File: src/rtl/qft_seq_engine_pkg.sv
// Shared constants and types for the sequential QFT engine.
// Coefficients are stored at 12 fractional bits and rescaled to the build's FRAC.
package qft_seq_engine_pkg;

  localparam int DW_DEF     = 16;
  localparam int FRAC_DEF   = 12;
  localparam int CONST_FRAC = 12;

  // round(2^12/sqrt2) and cos/sin of pi/2^m for m = 1..3
  localparam int K_C     = 2896;
  localparam int TW1_COS = 0;
  localparam int TW1_SIN = 4096;
  localparam int TW2_COS = 2896;
  localparam int TW2_SIN = 2896;
  localparam int TW3_COS = 3784;
  localparam int TW3_SIN = 1567;

  typedef enum logic [2:0] {
    ST_IDLE,
    ST_LOAD,
    ST_HPASS,
    ST_CPASS,
    ST_UNLOAD
  } state_t;

  function automatic int scale_c(input int c, input int frac);
    if (frac >= CONST_FRAC) begin
      return c <<< (frac - CONST_FRAC);
    end
    return (c + (1 <<< (CONST_FRAC - frac - 1))) >>> (CONST_FRAC - frac);
  endfunction

endpackage

File: src/rtl/qft_seq_engine_cplx_mul_rs.sv
// Combinational complex multiply: full-width product, round-half-up shift by FRAC, saturate to DW.
// Zero latency; no flow control.
module cplx_mul_rs
  import qft_seq_engine_pkg::*;
#(
  parameter int AW   = 17,
  parameter int CW   = 14,
  parameter int DW   = DW_DEF,
  parameter int FRAC = FRAC_DEF
) (
  input  logic signed [AW-1:0] a_re,
  input  logic signed [AW-1:0] a_im,
  input  logic signed [CW-1:0] w_re,
  input  logic signed [CW-1:0] w_im,
  output logic signed [DW-1:0] p_re,
  output logic signed [DW-1:0] p_im,
  output logic                 sat
);

  localparam int PW = AW + CW + 1;
  localparam logic signed [PW-1:0] HALF = PW'(1) <<< (FRAC - 1);
  localparam logic signed [PW-1:0] MAXV = PW'((1 <<< (DW - 1)) - 1);
  localparam logic signed [PW-1:0] MINV = PW'(-(1 <<< (DW - 1)));

  logic signed [PW-1:0] ar, ai, wr, wi;
  logic signed [PW-1:0] full_re, full_im, sh_re, sh_im;
  logic                 sat_re, sat_im;

  always_comb begin
    ar = PW'(a_re);
    ai = PW'(a_im);
    wr = PW'(w_re);
    wi = PW'(w_im);
    full_re = ar * wr - ai * wi;
    full_im = ar * wi + ai * wr;
    sh_re = (full_re + HALF) >>> FRAC;
    sh_im = (full_im + HALF) >>> FRAC;
    sat_re = (sh_re > MAXV) || (sh_re < MINV);
    sat_im = (sh_im > MAXV) || (sh_im < MINV);
    p_re = (sh_re > MAXV) ? DW'(MAXV) : (sh_re < MINV) ? DW'(MINV) : DW'(sh_re);
    p_im = (sh_im > MAXV) ? DW'(MAXV) : (sh_im < MINV) ? DW'(MINV) : DW'(sh_im);
    sat = sat_re | sat_im;
  end

endmodule

File: src/rtl/qft_seq_engine.sv
// Sequential in-place QFT over an N=2^NQ register file: load N beats, Hadamard/phase passes, unload bit-reversed.
// Compute takes NQ*N/2 + NQ(NQ-1)/2*N cycles; in_ready only while loading, output holds under out_ready=0.
module qft_seq_engine
  import qft_seq_engine_pkg::*;
#(
  parameter int NQ   = 3,
  parameter int DW   = DW_DEF,
  parameter int FRAC = FRAC_DEF
) (
  input  logic                 clk,
  input  logic                 rst_n,
  input  logic                 in_valid,
  output logic                 in_ready,
  input  logic signed [DW-1:0] in_re,
  input  logic signed [DW-1:0] in_im,
  output logic                 out_valid,
  input  logic                 out_ready,
  output logic signed [DW-1:0] out_re,
  output logic signed [DW-1:0] out_im,
  output logic                 out_last,
  output logic                 busy,
  output logic                 sat
);

  localparam int N  = 1 << NQ;
  localparam int AW = DW + 1;
  localparam int CW = FRAC + 2;
  localparam logic [NQ-1:0] LAST_PAIR = NQ'((1 << (NQ - 1)) - 1);
  localparam logic [NQ-1:0] LAST_IDX  = NQ'(N - 1);
  localparam logic signed [CW-1:0] K_W    = CW'(scale_c(K_C, FRAC));
  localparam logic signed [CW-1:0] T1_COS = CW'(scale_c(TW1_COS, FRAC));
  localparam logic signed [CW-1:0] T1_SIN = CW'(scale_c(TW1_SIN, FRAC));
  localparam logic signed [CW-1:0] T2_COS = CW'(scale_c(TW2_COS, FRAC));
  localparam logic signed [CW-1:0] T2_SIN = CW'(scale_c(TW2_SIN, FRAC));
  localparam logic signed [CW-1:0] T3_COS = CW'(scale_c(TW3_COS, FRAC));
  localparam logic signed [CW-1:0] T3_SIN = CW'(scale_c(TW3_SIN, FRAC));

  function automatic logic [NQ-1:0] bitrev(input logic [NQ-1:0] v);
    logic [NQ-1:0] r;
    for (int k = 0; k < NQ; k++) r[k] = v[NQ-1-k];
    return r;
  endfunction

  state_t               state_q, state_d;
  logic [1:0]           t_q, t_d, c_q, c_d;
  logic [NQ-1:0]        cnt_q, cnt_d;
  logic                 sat_q, sat_d;
  logic                 in_ready_q, in_ready_d, busy_q, busy_d;
  logic                 out_valid_q, out_valid_d, out_last_q, out_last_d;
  logic signed [DW-1:0] out_re_q, out_re_d, out_im_q, out_im_d;
  logic signed [DW-1:0] mem_re_q [N];
  logic signed [DW-1:0] mem_im_q [N];
  logic signed [DW-1:0] mem_re_d [N];
  logic signed [DW-1:0] mem_im_d [N];

  logic [NQ-1:0]        lo_mask, idx_i, idx_j;
  logic signed [AW-1:0] sum_re, sum_im, dif_re, dif_im;
  logic signed [AW-1:0] ma_in_re, ma_in_im;
  logic signed [CW-1:0] wa_re, wa_im, tw_re, tw_im;
  logic                 phase_hit;
  logic signed [DW-1:0] ma_re, ma_im, mb_re, mb_im;
  logic                 ma_sat, mb_sat;

  // Operand selection: HPASS scales (a+b) and (a-b) by K, CPASS rotates mem[cnt] by the twiddle.
  always_comb begin
    lo_mask = (NQ'(1) << t_q) - NQ'(1);
    idx_i   = ((cnt_q & ~lo_mask) << 1) | (cnt_q & lo_mask);
    idx_j   = idx_i | (NQ'(1) << t_q);
    // DW+1 holds any DW-bit sum exactly, so the pre-scale clamp never engages
    sum_re  = AW'(mem_re_q[idx_i]) + AW'(mem_re_q[idx_j]);
    sum_im  = AW'(mem_im_q[idx_i]) + AW'(mem_im_q[idx_j]);
    dif_re  = AW'(mem_re_q[idx_i]) - AW'(mem_re_q[idx_j]);
    dif_im  = AW'(mem_im_q[idx_i]) - AW'(mem_im_q[idx_j]);
    phase_hit = cnt_q[t_q] && cnt_q[c_q];
    case (t_q - c_q)
      2'd1:    begin tw_re = T1_COS; tw_im = T1_SIN; end
      2'd2:    begin tw_re = T2_COS; tw_im = T2_SIN; end
      default: begin tw_re = T3_COS; tw_im = T3_SIN; end
    endcase
    if (state_q == ST_CPASS) begin
      ma_in_re = AW'(mem_re_q[cnt_q]);
      ma_in_im = AW'(mem_im_q[cnt_q]);
      wa_re    = tw_re;
      wa_im    = tw_im;
    end else begin
      ma_in_re = sum_re;
      ma_in_im = sum_im;
      wa_re    = K_W;
      wa_im    = '0;
    end
  end

  cplx_mul_rs #(.AW(AW), .CW(CW), .DW(DW), .FRAC(FRAC)) u_mul_a (
    .a_re(ma_in_re), .a_im(ma_in_im), .w_re(wa_re), .w_im(wa_im),
    .p_re(ma_re), .p_im(ma_im), .sat(ma_sat)
  );

  cplx_mul_rs #(.AW(AW), .CW(CW), .DW(DW), .FRAC(FRAC)) u_mul_b (
    .a_re(dif_re), .a_im(dif_im), .w_re(K_W), .w_im('0),
    .p_re(mb_re), .p_im(mb_im), .sat(mb_sat)
  );

  always_comb begin
    state_d  = state_q;
    t_d      = t_q;
    c_d      = c_q;
    cnt_d    = cnt_q;
    sat_d    = sat_q;
    mem_re_d = mem_re_q;
    mem_im_d = mem_im_q;

    case (state_q)
      ST_IDLE: begin
        if (in_valid) begin
          mem_re_d[0] = in_re;
          mem_im_d[0] = in_im;
          cnt_d       = NQ'(1);
          sat_d       = 1'b0;
          state_d     = ST_LOAD;
        end
      end
      ST_LOAD: begin
        if (in_valid) begin
          mem_re_d[cnt_q] = in_re;
          mem_im_d[cnt_q] = in_im;
          if (cnt_q == LAST_IDX) begin
            cnt_d   = '0;
            t_d     = 2'(NQ - 1);
            state_d = ST_HPASS;
          end else begin
            cnt_d = cnt_q + NQ'(1);
          end
        end
      end
      ST_HPASS: begin
        mem_re_d[idx_i] = ma_re;
        mem_im_d[idx_i] = ma_im;
        mem_re_d[idx_j] = mb_re;
        mem_im_d[idx_j] = mb_im;
        sat_d = sat_q | ma_sat | mb_sat;
        if (cnt_q == LAST_PAIR) begin
          cnt_d = '0;
          if (t_q == 2'd0) begin
            state_d = ST_UNLOAD;
          end else begin
            c_d     = t_q - 2'd1;
            state_d = ST_CPASS;
          end
        end else begin
          cnt_d = cnt_q + NQ'(1);
        end
      end
      ST_CPASS: begin
        if (phase_hit) begin
          mem_re_d[cnt_q] = ma_re;
          mem_im_d[cnt_q] = ma_im;
          sat_d = sat_q | ma_sat;
        end
        if (cnt_q == LAST_IDX) begin
          cnt_d = '0;
          if (c_q == 2'd0) begin
            t_d     = t_q - 2'd1;
            state_d = ST_HPASS;
          end else begin
            c_d = c_q - 2'd1;
          end
        end else begin
          cnt_d = cnt_q + NQ'(1);
        end
      end
      ST_UNLOAD: begin
        if (out_ready) begin
          if (cnt_q == LAST_IDX) begin
            cnt_d   = '0;
            state_d = ST_IDLE;
          end else begin
            cnt_d = cnt_q + NQ'(1);
          end
        end
      end
      default: state_d = ST_IDLE;
    endcase

    // Output registers look at next-cycle memory so UNLOAD presents beat 0 on entry.
    in_ready_d = (state_d == ST_IDLE) || (state_d == ST_LOAD);
    busy_d     = (state_d != ST_IDLE);
    if (state_d == ST_UNLOAD) begin
      out_valid_d = 1'b1;
      out_re_d    = mem_re_d[bitrev(cnt_d)];
      out_im_d    = mem_im_d[bitrev(cnt_d)];
      out_last_d  = (cnt_d == LAST_IDX);
    end else begin
      out_valid_d = 1'b0;
      out_re_d    = '0;
      out_im_d    = '0;
      out_last_d  = 1'b0;
    end
  end

  always_ff @(posedge clk) begin
    if (!rst_n) begin
      state_q     <= ST_IDLE;
      t_q         <= '0;
      c_q         <= '0;
      cnt_q       <= '0;
      sat_q       <= 1'b0;
      in_ready_q  <= 1'b1;
      busy_q      <= 1'b0;
      out_valid_q <= 1'b0;
      out_re_q    <= '0;
      out_im_q    <= '0;
      out_last_q  <= 1'b0;
    end else begin
      state_q     <= state_d;
      t_q         <= t_d;
      c_q         <= c_d;
      cnt_q       <= cnt_d;
      sat_q       <= sat_d;
      in_ready_q  <= in_ready_d;
      busy_q      <= busy_d;
      out_valid_q <= out_valid_d;
      out_re_q    <= out_re_d;
      out_im_q    <= out_im_d;
      out_last_q  <= out_last_d;
    end
  end

  always_ff @(posedge clk) begin
    mem_re_q <= mem_re_d;
    mem_im_q <= mem_im_d;
  end

  assign in_ready  = in_ready_q;
  assign busy      = busy_q;
  assign sat       = sat_q;
  assign out_valid = out_valid_q;
  assign out_re    = out_re_q;
  assign out_im    = out_im_q;
  assign out_last  = out_last_q;

endmodule

File: config.mk
export PLATFORM = sky130hd
export DESIGN_NAME = qft_seq_engine
export DESIGN_NICKNAME = d
export VERILOG_FILES = /design/src/rtl/qft_seq_engine_pkg.sv /design/src/rtl/qft_seq_engine_cplx_mul_rs.sv /design/src/rtl/qft_seq_engine.sv
export SDC_FILE = /design/constraint.sdc
export NUM_CORES = 2
export LEC_CHECK = 0
export CAP_MARGIN = 40
export CORE_AREA = 2 2 341 597
export DETAILED_ROUTE_END_ITERATION = 8
export DIE_AREA = 0 0 343 599
export SYNTH_ARGS = -nofsm -noshare
export SYNTH_HDL_FRONTEND = slang
export SYNTH_SLANG_ARGS = --single-unit
File: constraint.sdc
create_clock -name clk -period 15.78 [get_ports clk]
set_input_delay 1.578 -clock clk [delete_from_list [all_inputs] [get_ports clk]]
set_output_delay 1.578 -clock clk [all_outputs]
set_load 0.05 [all_outputs]
==> summary.log <==
INFO  die            top_level_ports=73
INFO  worst_setup_path start_kind=flop
INFO  yosys          post-synth-top-area-fraction=0.210
INFO  routing        first_iter_violations=9760
INFO  routing        route.met3.wl=45200um
INFO  timing         slew_violations=0
INFO  yosys          synth_top_family_by_area=adder cells
INFO  clock_tree     numCtsBuffers=37
INFO  finish         drive_above_1_share=0.158
INFO  worst_setup_path critical_path.n_buffers_inverters=12
INFO  yosys          synth_xor_xnor_area_share=0.0408
INFO  routing        antenna_left=0
INFO  clock_tree     post_cts_resized=0
INFO  routing        total_via_count_after_detailed_routing=68600
INFO  clock_tree     tritoncts=built
INFO  yosys          post_synth_mux_area_share=0.0175
INFO  die            die_area=205000um^2
INFO  timing         setup_violation_total_in_the_final_timing_report=0
INFO  yosys          synthCells=7331
INFO  yosys          syn_area=59900um^2
INFO  finish         layout_commonest_cell=sky130_fd_sc_hd__inv_1
INFO  finish         area_delta_synth_final=19.7%
INFO  yosys          syn-mean-instance-area=8.17um^2
INFO  place          gpl.final_weighted_congestion=1.10
INFO  clock_tree     cts.htree.levels=2
INFO  yosys          synth_async_reset_ratio=0
INFO  global_route   global_route.usage.total=0.415
INFO  timing         timing_worst_slew_pin_value=1090ps
INFO  clock_tree     cts_post_setup_buffers_inserted=0
INFO  place          place_hpwl=322000um
INFO  timing         finClkSkew=50.3ps
INFO  timing         finalHoldViolations=0
INFO  clock_tree     worstSkewPairLatency=660ps
INFO  yosys          post_synthesis_simple_gate_area_fraction=0.133
INFO  clock_tree     clock_path_buffers=3
INFO  routing        wl_on_met1=134000um
INFO  die            floorplan.rows=218
INFO  die            die_h=599um
INFO  worst_setup_path critical-path-slowest-cell=sky130_fd_sc_hd__o31ai_1
INFO  global_route   grt_pass1_wl=580000um
INFO  place          buffer_ports.inserted=72
INFO  worst_setup_path end_kind=flop
INFO  worst_setup_path critical_path.top_delay_family=compound AO/OA/AOI/OAI gates
INFO  yosys          ys.flop_type=sky130_fd_sc_hd__dfxtp_1
INFO  routing        detail_route.first_pass.iterations=9
INFO  finish         finish.net_count=9305
INFO  yosys          post_synthesis_net_count=8713
INFO  die            die_x=343um
INFO  clock_tree     clock_sink_count=303
INFO  timing         timing.final.crit_period=15150ps
INFO  clock_tree     post_cts_clock_slew_at_the_launch_and_capture_registers_of_the_worst_setup_and_hold_paths=80ps
INFO  routing        route.detailed.drc=2
INFO  routing        dr.max_layer_used=met5
INFO  status         failed_checks=design-rule violations
INFO  timing         final_min_period_over_clock_period=0.960
INFO  yosys          synth_area_leader_cell=sky130_fd_sc_hd__fa_1
INFO  yosys          synthAdderAreaFrac=0.361
INFO  die            core_region_area=201000um^2
INFO  global_route   number_of_global_route_vias_before_repair=68600
INFO  clock_tree     cts_hold_buffers=0
INFO  timing         fin_setup_tns=0ps
INFO  worst_setup_path required=16270ps
INFO  clock_tree     ctsRootBufferMaster=sky130_fd_sc_hd__clkbuf_16
INFO  yosys          synth_top_cells_by_area=sky130_fd_sc_hd__fa_1 (21%), sky130_fd_sc_hd__ha_1 (15%), sky130_fd_sc_hd__dfxtp_1 (10%)
INFO  yosys          yosysWarningCount=0
INFO  worst_setup_path crit_top_cell=sky130_fd_sc_hd__buf_4
INFO  timing         slew_headroom=0.271
INFO  routing        detail_route.wl_per_cell=40.2um
INFO  worst_setup_path crit_path_max_incr_delay=870ps
INFO  global_route   antenna_found_initial=59
INFO  yosys          synth_compound_gate_area_share=0.261
INFO  yosys          yosysSeqAreaShare=0.101
INFO  worst_setup_path critPathMaxFanout=15
INFO  finish         mostFrequentLayoutCells=sky130_fd_sc_hd__inv_1 (953), sky130_fd_sc_hd__buf_4 (807), sky130_fd_sc_hd__ha_1 (716), sky130_fd_sc_hd__fa_1 (628), sky130_fd_sc_hd__nor2_1 (527)
INFO  routing        route.final.wire_length=429000um
INFO  worst_setup_path worstPathArrival=15640ps
INFO  hold_path      worst_hold_path_type=flop to flop
INFO  yosys          synth-edff-count=0
INFO  global_route   grt_max_degree=34
INFO  global_route   grt.overflow.total=0
INFO  yosys          postSynthRegisterBits=303
INFO  run            maxCapViolCount=0
INFO  routing        met2RoutedLength=191000um
INFO  timing         unrepaired_setup_endpoints_after_global_routing=no
INFO  routing        vias_per_cell=6.44
INFO  status         outcome=complete, but fails checks
INFO  timing         max_freq=0.0660GHz
INFO  yosys          synth.lib_cells_used.distinct=109
INFO  worst_setup_path critPathKind=flop to flop
INFO  die            floorplan.initialDensity=0.298
synthesized netlist by cell type (all sizes together), types with 103 or more instances:
master and count:
o211ai 103, o21ai 485, o221ai 103, fa 628, o22ai 208, nand2 485, nor2 569, xnor2 198
a21oi 397, nand3 118, inv 953, clkbuf 324, ha 718, dfxtp 303, a222oi 134, nor3 162
flip-flops by register name, summed over array words and instances (netlist names), 2 cells and up:
register and cells:
out_re 16, mem_im_q 128, c_q 2, t_q 2, mem_re_q 128, cnt_q 3, out_im 16, state_q 3
path summary, 6_finish.rpt:
| check | startpoint | endpoint | slack, ps | cells past startpoint |
|---|---|---|---|---|
| worst max-delay path | t_q[1] | out_im[0] | 630 | 60 |
| worst min register to register | c_q[1] | c_q[1] | 540 | 2 |
| worst min-delay path | c_q[1] | c_q[1] | 540 | 2 |
| worst max register to register | t_q[1] | out_im[0] | 630 | 60 |
kinds of logic after synthesis:
kind of cell    Yosys count
compound gates         2224
simple gates           1731
buf+inv                1352
flops                   303
xor+xnor                278
fa+ha+maj              1350
mux                      93
area by class of cell:
type | count | area (um^2)
fill | 21000 | 129000
multi-input combinational | 5676 | 49200
tap | 2640 | 3300
clock buffer | 53 | 1070
antenna | 57 | 143
inverter | 954 | 3580
sequential | 303 | 6070
timing repair buffer | 951 | 8120
clock inverter | 15 | 238
worst register-to-register path, delay by kind of cell (launching register included):
family,cells,cell delay (ps)
AO/OA/AOI/OAI,21,4720
XOR/XNOR,2,410
adder cells (fa/ha/maj),11,4300
buffers and inverters,12,2360
flip-flops,1,360
AND/OR/NAND/NOR,14,2780
layer usage:
metal,vias up,track usage
li1,27400,-
met1,33600,0.404
met2,5182,0.643
met3,2323,0.159
met4,26,0.449
met5,-,0.0130
per-stage QoR:
stage	area [um^2]	std cells	util	worst slack (ps)	hold slack, ps
after detailed placement	69700	10500	0.347	548	523
after floorplan	59900	7331	-	1390	479
after CTS	71000	10600	0.354	430	534
final	71700	10600	0.357	628	536
after global placement	69300	10500	0.345	505	519
after global routing	71600	10600	0.356	9.39	567
Power is not shown: default switching activity piles up to over one toggle a cycle in this logic, so the estimate is an artifact.
